`config.mk`:
```
export PLATFORM = sky130hd
export DESIGN_NAME = logic_gate_pipe
export DESIGN_NICKNAME = d
export VERILOG_FILES = /design/src/rtl/logic_gate_pkg.sv /design/src/rtl/logic_gate_stage.sv /design/src/rtl/logic_gate_pipe.sv
export SDC_FILE = /design/constraint.sdc
export NUM_CORES = 1
export LEC_CHECK = 0
export ABC_AREA = 1
export BUFFER_PORTS_ARGS = -buffer_cell sky130_fd_sc_hd__clkbuf_2
export CAP_MARGIN = 30
export CORE_ASPECT_RATIO = 0.8
export CORE_UTILIZATION = 58
export CTS_BUF_LIST = sky130_fd_sc_hd__clkbuf_8
export DETAILED_ROUTE_END_ITERATION = 8
export GPL_TIMING_DRIVEN = 0
export PLACE_DENSITY = 0.94
export RECOVER_POWER = 100
export SYNTH_ARGS = -nofsm -noshare
export SYNTH_HDL_FRONTEND = slang
export SYNTH_SLANG_ARGS = --single-unit
export TNS_END_PERCENT = 1
```
`constraint.sdc`:
```
create_clock -name clk -period 1.7 [get_ports clk]
set_input_delay 0.34 -clock clk [delete_from_list [all_inputs] [get_ports clk]]
set_output_delay 0.34 -clock clk [all_outputs]
set_load 0.1 [all_outputs]
```
`src/rtl/logic_gate_pkg.sv`:
```
// rtl/logic_gate_pkg.sv - operator codes and per-bit channel reduction for logic_gate_pipe
package logic_gate_pkg;

    typedef logic [2:0] op_t;

    localparam op_t OP_AND  = 3'd0;
    localparam op_t OP_OR   = 3'd1;
    localparam op_t OP_XOR  = 3'd2;
    localparam op_t OP_NAND = 3'd3;
    localparam op_t OP_NOR  = 3'd4;
    localparam op_t OP_XNOR = 3'd5;
    localparam op_t OP_PASS = 3'd6;
    localparam op_t OP_RSVD = 3'd7;

    localparam int MAX_NCH = 32;

    // Combines one bit position across the first nch channels; bits[0] is channel 0.
    function automatic logic op_bit(input op_t op, input logic [MAX_NCH-1:0] bits, input int nch);
        logic a;
        logic o;
        logic x;
        logic r;
        a = 1'b1;
        o = 1'b0;
        x = 1'b0;
        for (int i = 0; i < MAX_NCH; i++) begin
            if (i < nch) begin
                a = a & bits[i];
                o = o | bits[i];
                x = x ^ bits[i];
            end
        end
        case (op)
            OP_AND:  r = a;
            OP_OR:   r = o;
            OP_XOR:  r = x;
            OP_NAND: r = ~a;
            OP_NOR:  r = ~o;
            OP_XNOR: r = ~x;
            OP_PASS: r = bits[0];
            default: r = 1'b0;
        endcase
        return r;
    endfunction

endpackage

```
`src/rtl/logic_gate_stage.sv`:
```
// rtl/logic_gate_stage.sv - one valid/ready register slice; empty slots hold zero data
module logic_gate_stage #(
    parameter int DW = 8
) (
    input  logic          clk,
    input  logic          rst,
    input  logic          up_valid,
    output logic          up_ready,
    input  logic [DW-1:0] up_data,
    output logic          dn_valid,
    input  logic          dn_ready,
    output logic [DW-1:0] dn_data
);

    logic          valid_q;
    logic          valid_d;
    logic [DW-1:0] data_q;
    logic [DW-1:0] data_d;
    logic          adv;

    always_comb begin
        adv     = !valid_q || dn_ready;
        valid_d = valid_q;
        data_d  = data_q;
        if (adv) begin
            valid_d = up_valid;
            data_d  = up_valid ? up_data : '0;
        end
    end

    always_ff @(posedge clk) begin
        if (rst) begin
            valid_q <= 1'b0;
            data_q  <= '0;
        end else begin
            valid_q <= valid_d;
            data_q  <= data_d;
        end
    end

    assign up_ready = adv;
    assign dn_valid = valid_q;
    assign dn_data  = data_q;

endmodule

```
`src/rtl/logic_gate_pipe.sv`:
```
// rtl/logic_gate_pipe.sv - two-stage multi-channel logic unit with flags and transfer counter
module logic_gate_pipe
    import logic_gate_pkg::*;
#(
    parameter int WIDTH = 8,
    parameter int NCH   = 2,
    parameter int CNTW  = 16
) (
    input  logic                 clk,
    input  logic                 rst,
    input  logic                 in_valid,
    output logic                 in_ready,
    input  op_t                  in_op,
    input  logic [NCH*WIDTH-1:0] in_data,
    output logic                 out_valid,
    input  logic                 out_ready,
    output logic [WIDTH-1:0]     out_data,
    output logic                 out_any,
    output logic                 out_all,
    output logic                 out_err,
    output logic [CNTW-1:0]      xfer_count
);

    localparam int S1W = 3 + NCH * WIDTH;
    localparam int S2W = 3 + WIDTH;

    logic [S1W-1:0]       s1_out;
    logic                 s1_valid;
    logic                 s1_ready;
    op_t                  s1_op;
    logic [NCH*WIDTH-1:0] s1_chan;

    logic [WIDTH-1:0]     res;
    logic [MAX_NCH-1:0]   ch_bits;
    logic [S2W-1:0]       s2_out;

    logic [CNTW-1:0]      xfer_count_q;
    logic [CNTW-1:0]      xfer_count_d;

    logic_gate_stage #(.DW(S1W)) u_s1 (
        .clk      (clk),
        .rst      (rst),
        .up_valid (in_valid),
        .up_ready (in_ready),
        .up_data  ({in_op, in_data}),
        .dn_valid (s1_valid),
        .dn_ready (s1_ready),
        .dn_data  (s1_out)
    );

    assign {s1_op, s1_chan} = s1_out;

    // Gather bit b of every channel, then reduce it with the selected operator.
    always_comb begin
        res     = '0;
        ch_bits = '0;
        for (int b = 0; b < WIDTH; b++) begin
            ch_bits = '0;
            for (int k = 0; k < NCH; k++) begin
                ch_bits[k] = s1_chan[k*WIDTH + b];
            end
            res[b] = op_bit(s1_op, ch_bits, NCH);
        end
    end

    logic_gate_stage #(.DW(S2W)) u_s2 (
        .clk      (clk),
        .rst      (rst),
        .up_valid (s1_valid),
        .up_ready (s1_ready),
        .up_data  ({s1_op == OP_RSVD, &res, |res, res}),
        .dn_valid (out_valid),
        .dn_ready (out_ready),
        .dn_data  (s2_out)
    );

    assign {out_err, out_all, out_any, out_data} = s2_out;

    always_comb begin
        xfer_count_d = xfer_count_q;
        if (out_valid && out_ready && (xfer_count_q != {CNTW{1'b1}})) begin
            xfer_count_d = xfer_count_q + 1'b1;
        end
    end

    always_ff @(posedge clk) begin
        if (rst) begin
            xfer_count_q <= '0;
        end else begin
            xfer_count_q <= xfer_count_d;
        end
    end

    assign xfer_count = xfer_count_q;

endmodule

```
==> results of run 1 <==
-- cell type report --
type / instances / area, um2 / area share
multi-input cells: 343 / 1800 / 0.479
well taps: 62 / 77.6 / 0.0207
clock buffers: 6 / 82.6 / 0.0220
plain buffers: 21 / 129 / 0.0344
inverters: 73 / 279 / 0.0744
flip-flops and latches: 48 / 1040 / 0.276
clock inverters: 2 / 12.5 / 0.00334
repair buffers: 58 / 337 / 0.0898
-- final timing paths --
path / start / endpoint / slack [ns]
worst min-delay path: in_op[0] / u_s1.dn_data[16]$_SDFFE_PP0P_ / 0.25
worst max register to register: xfer_count[4]$_SDFFE_PP0P_ / xfer_count[8]$_SDFFE_PP0P_ / -0.02
worst min register to register: u_s2.dn_data[6]$_SDFFE_PP0P_ / u_s2.dn_data[6]$_SDFFE_PP0P_ / 0.47
worst max-delay path: xfer_count[4]$_SDFFE_PP0P_ / xfer_count[8]$_SDFFE_PP0P_ / -0.02
-- where the power goes --
| part | total (mW) | leakage, nW | internal, mW | switching, mW |
|---|---|---|---|---|
| Combinational | 0.404 | 1.27 | 0.127 | 0.277 |
| Sequential | 1.17 | 0.408 | 1.13 | 0.0365 |
| Clock | 0.739 | 0.0526 | 0.328 | 0.411 |
| Total | 2.31 | 1.73 | 1.59 | 0.725 |
-- synthesized netlist by cell type (all sizes together) --
| cell type | n | area, um2 |
|---|---|---|
| nor3 | 10 | 66.3 |
| xor2 | 6 | 52.6 |
| buf | 10 | 51.3 |
| clkbuf | 11 | 41.3 |
| nor2 | 66 | 250 |
| xnor2 | 3 | 26.3 |
| nor3b | 2 | 15.0 |
| inv | 73 | 274 |
| dfxtp | 48 | 961 |
| a21oi | 41 | 205 |
| nand3 | 69 | 350 |
| nand4 | 9 | 56.3 |
| o21ai | 6 | 30.0 |
| a211oi | 1 | 7.51 |
| nand2 | 111 | 419 |
| nand3b | 2 | 15.0 |
| ha | 17 | 213 |
-- worst min-delay path, delay by kind of cell --
kind | cells | cell delay [ns]
and+or+nand+nor | 1 | 0.07
buffers and inverters | 1 | 0.08
AOI/OAI and AO/OA | 1 | 0.05
-- cell usage in the layout (no fill, tap or decap), drive strengths merged --
| master | netlist | layout |
|---|---|---|
| nand2 | 111 | 111 |
| inv | 73 | 74 |
| nand3 | 69 | 69 |
| nor2 | 66 | 66 |
| clkbuf | 11 | 66 |
| dfxtp | 48 | 48 |
| a21oi | 41 | 41 |
| buf | 10 | 19 |
| ha | 17 | 17 |
| nor3 | 10 | 10 |
| nand4 | 9 | 9 |
| o21ai | 6 | 6 |
| xor2 | 6 | 6 |
| xnor2 | 3 | 3 |
| nor3b | 2 | 2 |
| nand3b | 2 | 2 |
| a211oi | 1 | 1 |
| clkinv | 0 | 1 |
-- what timing repair did --
| action | CTS | global route |
|---|---|---|
| cloned | 0 | 0 |
| pin swaps | 2 | 6 |
| endpoints found under the setup margin | 4 | 18 |
| resized for setup | 15 | 39 |
| hold buffers | 0 | 0 |
| setup buffers | 3 | 6 |
-- registers in the layout, summed over array words and instances, names as in the netlist --
signal / cells
u_s1.dn_data: 19
u_s1.dn_valid: 1
u_s2.dn_data: 11
u_s2.dn_valid: 1
xfer_count: 16
-- cells by family after synthesis --
logic type	synth area share
AO/OA/AOI/OAI	0.0800
XOR/XNOR	0.0260
adder cells (fa/ha/maj)	0.0701
buffers and inverters	0.121
flip-flops	0.317
AND/OR/NAND/NOR	0.386
-- routing by layer --
metal / global-route usage / part of all wire
met1: 0.413 / 0.40
met4: 0.114 / 0.039
met5: 0 / 0
met2: 0.494 / 0.45
met3: 0.0731 / 0.11
==> results.sh, run 1 <==
export IMPL_fp_coreArea_um2=5010
export IMPL_ios=52
export IMPL_die_area_um2=5530
export IMPL_worst_path_max_delay_cell="dfxtp_4"
export IMPL_slew_headroom=0.631
export IMPL_cpMostUsedCell="nand2_2"
export IMPL_worst_slack_ns=-0.0231
export IMPL_pre_cts_slack_ns=-0.155
export IMPL_setup_tns_ns=-0.0270
export IMPL_hold_slack_ns=0.255
export IMPL_crit_path_max_incr_delay_ns=0.38
export IMPL_clk_pin_slew_ns=0.10
export IMPL_leakagePower_nw=1.73
export IMPL_numCtsBuffers=5
export IMPL_drcViolationCount=0
export IMPL_min_path_type="in2reg"
export IMPL_placed_area_um2=3420
export IMPL_worstSetupStartpointType="flip-flop"
export IMPL_fin_area_um2=3750
export IMPL_antenna_found_initial=0
export IMPL_die_height_um=66.7
export IMPL_worstSetupEndpointType="flip-flop"
export IMPL_peakVddDrop_v=0.000471
export IMPL_num_fill_cells=343
export IMPL_area_delta_synth_final_pct=23.5
export IMPL_cts_path_max_buffers=2
export IMPL_rsz0062_at_grt="true"
export IMPL_fin_util=0.749
export IMPL_timing_fmax_mhz=580
export IMPL_grt_pass1_vias=2983
export IMPL_cts_tree="built"
export IMPL_drive_above_1_share=0.218
export IMPL_synthesis_instances=485
export IMPL_drv_slew=0
export IMPL_grt_overflow_total=0
export IMPL_netlist_area_um2=3030
export IMPL_num_vias=3579
export IMPL_p_total_mw=2.31
export IMPL_dr_first_iter_drc_count=398
export IMPL_power_density_nw_per_um2=616
export IMPL_ys_warn_count=0
export IMPL_critPathTopFamily="simple AND/OR/NAND/NOR gates"
export IMPL_fin_skew_ns=0.0121
export IMPL_maxCapViolations=0
export IMPL_final_cell_count_no_fill=613
export IMPL_cp_required_ns=1.93
export IMPL_nets=590
export IMPL_fp_row_count=23
export IMPL_finalCritPeriodShare=1.01
export IMPL_routed_wl_um=9340
export IMPL_avgSynthCellArea_um2=6.26
export IMPL_arrival_ns=1.95
export IMPL_place_gp_congestion=0.942
export IMPL_grt_pass1_wl_um=13600
export IMPL_grtUsageTotal=0.311
export IMPL_antenna_cells=0
export IMPL_dieWidth_um=82.9
export IMPL_synth_distinct_cells=25
export IMPL_viasPerCell=5.84
export IMPL_ant_nets=0
export IMPL_ff2ff_path_depth=9
export IMPL_grt_max_degree=16
export IMPL_dr_pass1_iters=7
export IMPL_path_cells="nand2_2 -> nor2_4 -> nand2_2 -> nor3_4 -> nand2_2 -> nand2_4 -> buf_2 -> nand2_1 -> a21oi_1"
export IMPL_critical_path_peak_fanout=10
export IMPL_wl_per_cell_um=15.2
export IMPL_cts_htree_levels=2
export IMPL_min_period_ns=1.72
export IMPL_holdPathStages=3
export IMPL_dp_cells=596
export IMPL_cts_root_buf="clkbuf_8"
export IMPL_clk_latency_ns=0.31
export IMPL_dp_hpwl_um=6180
export IMPL_cp_buffers_inverters=1
export IMPL_path_class="reg2reg"
export IMPL_io_buffer_count=49
export IMPL_setup_viol=2
export IMPL_synth_nets=525
export IMPL_hold_viol=0
export IMPL_worst_slew_pin_slew_ns=0.556
export IMPL_cts_sinks=48
export IMPL_yosys_register_bits=48
export IMPL_violations="negative setup slack"
export IMPL_status="finished with violations"
export IMPL_initial_core_util=0.606
export IMPL_cp_depth=9
export IMPL_synth_seq_area_share=0.317
No activity file was read; power rests on OpenSTA's default activity.
==> run 2, diff against run 1 <==
- SKIP_CTS_REPAIR_TIMING: unset -> 1
==> run 2 against run 1 <==
The run still ends with negative setup slack left. Combinational power is 2% lower. Clock power is 2% lower. Setup slack worse by 0.016 ns. Die area stayed put. Non-clock buffer count is 2 higher. Sequential power hardly changed. Register-to-register slack worse by 0.02 ns. Count of clock-buffer cells in the layout stayed put. Cell count is 0.33% higher. Maximum frequency is 0.92% lower. Largest power group unchanged.
==> results.sh, run 2 (synthesized netlist as in run 1, its figures left out) <==
export IMPL_peakVddDrop_v=0.000471
export IMPL_clk_pin_slew_ns=0.09
export IMPL_min_path_type="in2reg"
export IMPL_worst_slack_ns=-0.0391
export IMPL_status="finished with violations"
export IMPL_path_class="reg2reg"
export IMPL_grt_max_degree=16
export IMPL_leakagePower_nw=1.73
export IMPL_area_delta_synth_final_pct=22.8
export IMPL_cts_path_max_buffers=2
export IMPL_io_buffer_count=49
export IMPL_layout_commonest_cell="nand2_1"
export IMPL_cts_tree="built"
export IMPL_arrival_ns=1.97
export IMPL_nets=592
export IMPL_grtUsageTotal=0.304
export IMPL_viasPerCell=5.72
export IMPL_grt_pass1_vias=2906
export IMPL_initial_core_util=0.606
export IMPL_timing_fmax_mhz=575
export IMPL_fin_area_um2=3730
export IMPL_grt_overflow_total=0
export IMPL_ant_nets=0
export IMPL_cp_required_ns=1.93
export IMPL_worst_path_max_delay_cell="dfxtp_4"
export IMPL_cp_buffers_inverters=2
export IMPL_hold_slack_ns=0.259
export IMPL_wl_per_cell_um=14.6
export IMPL_dr_pass1_iters=6
export IMPL_fp_row_count=23
export IMPL_place_gp_congestion=0.942
export IMPL_cts_sinks=48
export IMPL_dr_first_iter_drc_count=347
export IMPL_drcViolationCount=0
export IMPL_antenna_found_initial=0
export IMPL_placed_area_um2=3420
export IMPL_antenna_cells=0
export IMPL_setup_viol=3
export IMPL_num_vias=3515
export IMPL_maxCapViolations=0
export IMPL_worst_slew_pin_slew_ns=0.555
export IMPL_die_height_um=66.7
export IMPL_slew_headroom=0.632
export IMPL_fin_skew_ns=0.00986
export IMPL_finalCritPeriodShare=1.02
export IMPL_cts_htree_levels=2
export IMPL_clk_latency_ns=0.31
export IMPL_die_area_um2=5530
export IMPL_pre_cts_slack_ns=-0.155
export IMPL_num_fill_cells=360
export IMPL_dp_cells=596
export IMPL_violations="negative setup slack"
export IMPL_hold_viol=0
export IMPL_grt_pass1_wl_um=13300
export IMPL_largest_reg_flops=19
export IMPL_final_cell_mix="106 x nand2_1, 71 x inv_1, 67 x nand3_1, 57 x nor2_1, 48 x clkbuf_2"
export IMPL_critical_path_peak_fanout=10
export IMPL_numCtsBuffers=5
export IMPL_min_period_ns=1.74
export IMPL_fp_coreArea_um2=5010
export IMPL_critPathTopFamily="simple AND/OR/NAND/NOR gates"
export IMPL_cts_root_buf="clkbuf_8"
export IMPL_worstSetupEndpointType="flip-flop"
export IMPL_dieWidth_um=82.9
export IMPL_routed_wl_um=8950
export IMPL_crit_path_max_incr_delay_ns=0.44
export IMPL_drv_slew=0
export IMPL_worstSetupStartpointType="flip-flop"
export IMPL_drive_above_1_share=0.219
export IMPL_ios=52
export IMPL_path_cells="buf_4 -> nand3_1 -> nor2_1 -> nor2_1 -> nand2_1 -> inv_1 -> nand2_1 -> nand2_1 -> nor2_1 -> nand3_1 -> a21oi_1"
export IMPL_power_density_nw_per_um2=613
export IMPL_dp_hpwl_um=6180
export IMPL_final_cell_count_no_fill=615
export IMPL_rsz0062_at_grt="true"
## run 2: changes by cell type in the layout (fill, tap and decap cells not counted), moves of 2 or more
cell     previous run  this run
dfxtp_2             9         7
buf_6               5         3
dfxtp_1            22        25
nor2_4              6         4
buf_4               9        13
nor2_2              2         5
## run 2: final timing paths
| kind | start | endpoint | slack (ns) | depth (start not counted) |
|---|---|---|---|---|
| setup / recovery | u_s1.dn_data[17]$_SDFFE_PP0P_ | u_s2.dn_data[9]$_SDFFE_PP0P_ | -0.04 | 11 |
| hold / removal | in_op[0] | u_s1.dn_data[16]$_SDFFE_PP0P_ | 0.26 | 3 |
| hold reg to reg | u_s2.dn_data[6]$_SDFFE_PP0P_ | u_s2.dn_data[6]$_SDFFE_PP0P_ | 0.47 | 2 |
| setup reg to reg | u_s1.dn_data[17]$_SDFFE_PP0P_ | u_s2.dn_data[9]$_SDFFE_PP0P_ | -0.04 | 11 |
## run 2: layer usage
| metal | routed length [um] | part of all wire | GRT usage |
|---|---|---|---|
| met5 | 0 | 0 | 0 |
| met4 | 229 | 0.026 | 0.103 |
| met3 | 983 | 0.11 | 0.0706 |
| met2 | 4000 | 0.45 | 0.478 |
| met1 | 3740 | 0.42 | 0.411 |
## run 2: where the power goes
part	internal [mW]	switching (mW)	leakage [nW]
clock network	0.328	0.394	0.0526
registers	1.13	0.0351	0.406
logic	0.124	0.271	1.27
total	1.58	0.701	1.73
## run 2: layout make-up
cell class | count | area [um2] | area share
plain buffers | 21 | 115 | 0.0309
well taps | 62 | 77.6 | 0.0208
clock inverters | 2 | 12.5 | 0.00336
clock buffers | 6 | 82.6 | 0.0222
inverters | 73 | 277 | 0.0742
flip-flops and latches | 48 | 1030 | 0.276
repair buffers | 60 | 343 | 0.0920
multi-input cells | 343 | 1790 | 0.480
## run 2: worst min-delay path: stages
cell	delay (ns)
clkbuf_2	0.08
nand3_1	0.07
a21oi_1	0.05
## run 2: stage by stage
stage                     setup TNS, ns  power (mW)  utilization
after floorplan                 -0.0120        1.44            -
after global placement           -0.164        1.53        0.682
after detailed placement         -0.220        1.54        0.682
after CTS                        -0.544        2.25        0.701
after global routing             -0.563        2.39        0.744
final                           -0.0828        2.28        0.744
